`config.mk`:
```
export PLATFORM = sky130hd
export DESIGN_NAME = mem_port_arbiter_flat
export DESIGN_NICKNAME = d
export VERILOG_FILES = /design/src/rtl/mem_arb_pkg.sv /design/src/rtl/mem_port_arbiter_if.sv /design/src/rtl/mem_wait_ctr.sv /design/src/rtl/mem_port_arbiter.sv /design/src/flat_wrapper.sv
export SDC_FILE = /design/constraint.sdc
export NUM_CORES = 1
export LEC_CHECK = 0
export BUFFER_PORTS_ARGS = -buffer_cell sky130_fd_sc_hd__buf_4
export CAP_MARGIN = 10
export CELL_PAD_IN_SITES_DETAIL_PLACEMENT = 0
export CELL_PAD_IN_SITES_GLOBAL_PLACEMENT = 1
export CORE_UTILIZATION = 39
export DETAILED_ROUTE_END_ITERATION = 12
export PLACE_DENSITY = 0.73
export SYNTH_ARGS = -nofsm -noshare
export SYNTH_HDL_FRONTEND = slang
export SYNTH_SLANG_ARGS = --single-unit
```
`constraint.sdc`:
```
create_clock -name clk -period 2.6 [get_ports clk]
set_input_delay 0.52 -clock clk [delete_from_list [all_inputs] [get_ports clk]]
set_output_delay 0.52 -clock clk [all_outputs]
set_load 0.05 [all_outputs]
```
`src/rtl/mem_arb_pkg.sv`:
```
// Shared types for the two-port main-memory arbiter.
package mem_arb_pkg;

  typedef enum logic [1:0] {
    IDLE,
    ISSUE,
    WAIT,
    DONE
  } arb_state_t;

  // 0 = I-cache, 1 = D-cache
  typedef logic req_id_t;

endpackage

```
`src/rtl/mem_port_arbiter_if.sv`:
```
// Requester handshake and memory-side control bundle of the arbiter.
interface mem_port_arbiter_if;

  logic req0_strobe;
  logic req0_rw;
  logic req1_strobe;
  logic req1_rw;
  logic gnt0;
  logic gnt1;
  logic done0;
  logic done1;
  logic mem_strobe;
  logic mem_rw;
  logic mem_sel;
  logic busy;

  modport slave (
    input  req0_strobe, req0_rw, req1_strobe, req1_rw,
    output gnt0, gnt1, done0, done1, mem_strobe, mem_rw, mem_sel, busy
  );

  modport master (
    output req0_strobe, req0_rw, req1_strobe, req1_rw,
    input  gnt0, gnt1, done0, done1, mem_strobe, mem_rw, mem_sel, busy
  );

endinterface

```
`src/rtl/mem_wait_ctr.sv`:
```
// Loadable down-counter timing memory wait states; last flags the final wait cycle.
module mem_wait_ctr #(
  parameter int unsigned CTR_W = 8
) (
  input  logic             clk,
  input  logic             reset,
  input  logic             ld,
  input  logic [CTR_W-1:0] ld_val,
  input  logic             dec,
  output logic             last
);

  logic [CTR_W-1:0] ctr_q, ctr_d;

  always_comb begin
    ctr_d = ctr_q;
    if (ld) begin
      ctr_d = ld_val;
    end else if (dec) begin
      ctr_d = ctr_q - CTR_W'(1);
    end
  end

  always_ff @(posedge clk) begin
    if (reset) begin
      ctr_q <= '0;
    end else begin
      ctr_q <= ctr_d;
    end
  end

  assign last = (ctr_q == CTR_W'(1));

endmodule

```
`src/rtl/mem_port_arbiter.sv`:
```
// Round-robin arbiter sharing one main-memory port between I-cache and D-cache.
// Moore FSM: every output decodes from registered state, owner, rw_q and the wait counter.
module mem_port_arbiter
  import mem_arb_pkg::*;
#(
  parameter int unsigned WAIT_STATES = 4,
  parameter int unsigned CTR_W       = 8
) (
  input  logic                clk,
  input  logic                reset,
  mem_port_arbiter_if.slave   bus
);

  arb_state_t state_q, state_d;
  req_id_t    owner_q, owner_d;
  req_id_t    last_q, last_d;
  logic       rw_q, rw_d;
  logic       ctr_ld, ctr_dec, ctr_last;

  mem_wait_ctr #(
    .CTR_W (CTR_W)
  ) u_wait_ctr (
    .clk    (clk),
    .reset  (reset),
    .ld     (ctr_ld),
    .ld_val (CTR_W'(WAIT_STATES)),
    .dec    (ctr_dec),
    .last   (ctr_last)
  );

  always_ff @(posedge clk) begin
    if (reset) begin
      state_q <= IDLE;
      owner_q <= 1'b0;
      last_q  <= 1'b1;
      rw_q    <= 1'b0;
    end else begin
      state_q <= state_d;
      owner_q <= owner_d;
      last_q  <= last_d;
      rw_q    <= rw_d;
    end
  end

  always_comb begin
    state_d = state_q;
    owner_d = owner_q;
    last_d  = last_q;
    rw_d    = rw_q;
    ctr_ld  = 1'b0;
    ctr_dec = 1'b0;
    unique case (state_q)
      IDLE: begin
        if (bus.req0_strobe || bus.req1_strobe) begin
          // On a tie the requester not served last wins.
          if (bus.req0_strobe && bus.req1_strobe) begin
            owner_d = ~last_q;
          end else begin
            owner_d = bus.req1_strobe;
          end
          rw_d    = owner_d ? bus.req1_rw : bus.req0_rw;
          last_d  = owner_d;
          state_d = ISSUE;
        end
      end
      ISSUE: begin
        ctr_ld  = 1'b1;
        state_d = (WAIT_STATES > 0) ? WAIT : DONE;
      end
      WAIT: begin
        if (ctr_last) begin
          state_d = DONE;
        end else begin
          ctr_dec = 1'b1;
        end
      end
      DONE: begin
        state_d = IDLE;
      end
    endcase
  end

  always_comb begin
    bus.busy       = (state_q != IDLE);
    bus.gnt0       = bus.busy && (owner_q == 1'b0);
    bus.gnt1       = bus.busy && (owner_q == 1'b1);
    bus.mem_strobe = (state_q == ISSUE);
    bus.done0      = (state_q == DONE) && (owner_q == 1'b0);
    bus.done1      = (state_q == DONE) && (owner_q == 1'b1);
    bus.mem_sel    = bus.busy && owner_q;
    bus.mem_rw     = bus.busy && rw_q;
  end

endmodule

```
`src/flat_wrapper.sv`:
```
// flat-port wrapper written by rule: the top's interface ports become plain ports
module mem_port_arbiter_flat import mem_arb_pkg::*;
#(
  parameter int unsigned WAIT_STATES = 4,
  parameter int unsigned CTR_W       = 8
)
  (clk, reset, bus_req0_strobe, bus_req0_rw, bus_req1_strobe, bus_req1_rw, bus_gnt0, bus_gnt1, bus_done0, bus_done1, bus_mem_strobe, bus_mem_rw, bus_mem_sel, bus_busy);
  mem_port_arbiter_if bus_i ();
  input  logic clk;
  input  logic reset;
  input wire logic [$bits(bus_i.req0_strobe)-1:0] bus_req0_strobe;
  input wire logic [$bits(bus_i.req0_rw)-1:0] bus_req0_rw;
  input wire logic [$bits(bus_i.req1_strobe)-1:0] bus_req1_strobe;
  input wire logic [$bits(bus_i.req1_rw)-1:0] bus_req1_rw;
  output wire logic [$bits(bus_i.gnt0)-1:0] bus_gnt0;
  output wire logic [$bits(bus_i.gnt1)-1:0] bus_gnt1;
  output wire logic [$bits(bus_i.done0)-1:0] bus_done0;
  output wire logic [$bits(bus_i.done1)-1:0] bus_done1;
  output wire logic [$bits(bus_i.mem_strobe)-1:0] bus_mem_strobe;
  output wire logic [$bits(bus_i.mem_rw)-1:0] bus_mem_rw;
  output wire logic [$bits(bus_i.mem_sel)-1:0] bus_mem_sel;
  output wire logic [$bits(bus_i.busy)-1:0] bus_busy;
  assign bus_i.req0_strobe = bus_req0_strobe;
  assign bus_i.req0_rw = bus_req0_rw;
  assign bus_i.req1_strobe = bus_req1_strobe;
  assign bus_i.req1_rw = bus_req1_rw;
  assign bus_gnt0 = bus_i.gnt0;
  assign bus_gnt1 = bus_i.gnt1;
  assign bus_done0 = bus_i.done0;
  assign bus_done1 = bus_i.done1;
  assign bus_mem_strobe = bus_i.mem_strobe;
  assign bus_mem_rw = bus_i.mem_rw;
  assign bus_mem_sel = bus_i.mem_sel;
  assign bus_busy = bus_i.busy;
  mem_port_arbiter #(.WAIT_STATES(WAIT_STATES), .CTR_W(CTR_W)) u_core (.clk(clk), .reset(reset), .bus(bus_i));
endmodule
```
==> impl_metrics.py <==
metrics = {
    "power_and_ir_drop": {
        "p_leak_nw": 0.3664,
        "p_total_mw": 0.9925,
        "power_density_mw_per_mm2": 1120,
        "ir_worst_vdd_v": 0.0005404,
    },
    "synthesis": {
        "ys_async_sr_fraction": 0,
        "synth-simple-area-share": 0.2935,
        "avgSynthCellArea_um2": 8.291,
        "synth_fa_ha_area_frac": 0.09950,
        "muxShareOfSynthArea": 0.01493,
        "syn-num-nets": 103,
        "yosysUniqueCellTypes": 33,
        "yosysWarnings": 0,
        "netlist_area_um2": 754.5,
        "ys.flop_type": "dfxtp_1",
        "synth_xor_area_frac": 0.04643,
        "syn-instance-count": 91,
        "yosysSeqAreaShare": 0.3449,
        "ys_seq_elements": 13,
        "synth_top_family_by_area": "simple AND/OR/NAND/NOR gates",
        "synth_edf_count": 0,
        "synth_compound_area_frac": 0.1393,
    },
    "route": {
        "num_vias": 621,
        "dr.pass1.iters": 4,
        "ant_nets": 0,
        "drc": 0,
        "avgViaCountPerCell": 4.852,
        "routedWlPerCell_um": 10.96,
        "postRouteWirelength_mm": 1.403,
        "first_iter_violations": 13,
    },
    "grt": {
        "grt_usage": 0.1567,
        "grt_pass1_vias": 542,
        "antenna_found_initial": 0,
        "grt-ovfl-total": 0,
        "grt_pass1_wl_mm": 2.311,
        "grt_max_degree": 9,
    },
    "run": {
        "cap_violations": 0,
    },
    "cts": {
        "numCtsBuffers": 3,
        "clockBufferDepth": 2,
        "clock-sinks": 13,
        "postCtsSetupBuffers": 0,
        "cts.clk_slew.worst_paths_ps": 80,
        "clkLatencyLatePin_ps": 280,
        "cts_resized": 0,
        "postCtsHoldBufs": 0,
        "clockRootBuffer": "clkbuf_4",
        "htreeDepth": 1,
        "cts_tree": "yes",
    },
    "place": {
        "place.gp.congestion": 0.7649,
        "hpwl_mm": 1.079,
        "io_buffers": 13,
    },
    "status": {
        "status": "completed",
    },
    "floorplanning": {
        "die_h_um": 45.99,
        "core_mm2": 0.001764,
        "rows": 15,
        "die_area_mm2": 0.002115,
        "boundaryPins": 14,
        "start_util": 0.4277,
        "die_width_um": 45.99,
    },
    "cells_and_area": {
        "n_antenna_cell": 0,
        "drive_above_1_share": 0.2136,
        "area_growth_pct": 17.41,
        "nets": 116,
    },
    "timing": {
        "layout_min_cycle_time_ps": 1949,
        "post-route-period-util": 0.7496,
        "finalClockSkew_ps": 0.5210,
        "worstMarginPinSlew_ps": 329.2,
        "slew_headroom": 0.7788,
        "setup_tns_ps": 0,
        "maxSlewViolCount": 0,
        "max_freq_mhz": 513.1,
        "setup_violations": 0,
        "hold_viol": 0,
        "rsz0062_at_grt": "no",
    },
    "worst_setup_path": {
        "cp_max_fo": 8,
        "critPathKind": "register to output pin",
        "required_ps": 2080,
        "critPathLaunchType": "register",
        "critPathMaxStageDelay_ps": 370,
        "setup.worst_path.end_class": "output pin",
        "cp_slowest_cell": "dfxtp_1",
        "crit_chain": "inv_1, ha_1, nor2b_1, buf_4",
        "cp.arrival_ps": 1430,
    },
    "worst_hold_path": {
        "min_path_type": "input port to register",
    },
}
[worst max-delay path: cells and delay by family, from the launching register on]
family | cells | cell delay (ps)
flip-flops | 1 | 370
buffers and inverters | 2 | 300
adder cells (fa/ha/maj) | 1 | 300
AND/OR/NAND/NOR | 1 | 180
[placed cells by master (no fill, tap or decap), types with 2 or more instances in the layout]
master / Yosys / final
or3b_2: 2 / 2
nand2_1: 5 / 5
o211ai_1: 2 / 2
ha_1: 6 / 6
inv_1: 6 / 6
buf_4: 1 / 13
a21oi_1: 3 / 3
o21ai_0: 2 / 2
or2_2: 2 / 2
nor2b_1: 3 / 3
xor2_1: 3 / 3
dfxtp_1: 13 / 13
nand3b_1: 2 / 2
a211oi_1: 2 / 2
clkbuf_4: 0 / 3
nor3_1: 5 / 5
nor2_1: 16 / 16
[through the flow]
stage | cells | utilization | hold slack (ps) | area [um^2] | setup WS [ps]
3_5_place_dp | 124 | 0.4872 | 484.0 | 859.6 | 697.0
6_report | 128 | 0.5021 | 455.0 | 885.9 | 651.0
3_3_place_gp | 124 | 0.4872 | 470.8 | 859.6 | 694.9
2_1_floorplan | 91 | - | 448.7 | 754.5 | 325.1
4_1_cts | 128 | 0.5021 | 453.7 | 885.9 | 642.1
5_1_grt | 128 | 0.5021 | 459.4 | 885.9 | 542.2
[final cells by class]
| cell class | instances | area [um^2] |
|---|---|---|
| multi-input combinational | 67 | 447.9 |
| clock buffer | 4 | 26.28 |
| timing repair buffer | 13 | 97.59 |
| sequential | 13 | 260.3 |
| tap | 25 | 31.28 |
| fill | 190 | 878.3 |
| inverter | 6 | 22.52 |
[Yosys cell counts, types with 2 or more instances]
cell type	number	share of area
or2_2	2	0.017
nand3b_1	2	0.020
xor2_1	3	0.035
nor2b_1	3	0.025
o211ai_1	2	0.020
nor2_1	16	0.080
nor3_1	5	0.033
a211oi_1	2	0.020
nand2_1	5	0.025
or3b_2	2	0.023
inv_1	6	0.030
clkbuf_1	2	0.010
dfxtp_1	13	0.34
o21ai_0	2	0.013
a21oi_1	3	0.020
ha_1	6	0.099
[power by group]
| part | leakage [nW] | internal (mW) | switching (mW) |
|---|---|---|---|
| logic | 0.245 | 0.207 | 0.343 |
| clock network | 0.0150 | 0.0595 | 0.0681 |
| registers | 0.107 | 0.258 | 0.0575 |
[cell families after synthesis]
logic type                 count (synthesis)
xor gates and xnor gates                   4
AOI/OAI and AO/OA                         14
and+or+nand+nor                           42
muxes                                      1
buffers and inverters                     11
adders and majority gates                  6
DFF                                       13
[final timing paths]
check | start | end | slack, ps | cells after the start
max reg2reg | u_core.u_wait_ctr.ctr_q[0] | u_core.state_q[1] | 680 | 5
min | reset | u_core.state_q[1] | 460 | 2
max | u_core.state_q[0] | bus_gnt1 | 650 | 4
min reg2reg | u_core.rw_q | u_core.rw_q | 490 | 2
[registers in the layout, summed over array words and instances (netlist names)]
register / cells
u_core.owner_q: 1
u_core.state_q: 2
u_core.last_q: 1
u_core.rw_q: 1
u_core.u_wait_ctr.ctr_q: 8
[layer usage]
metal	wire, um	global-route usage	vias up
met3	57	0.07143	2
li1	-	-	334
met4	6	0.03529	0
met1	730	0.2095	275
met2	609	0.2282	10
met5	0	0	-
No activity file was read; power rests on OpenSTA's default activity.
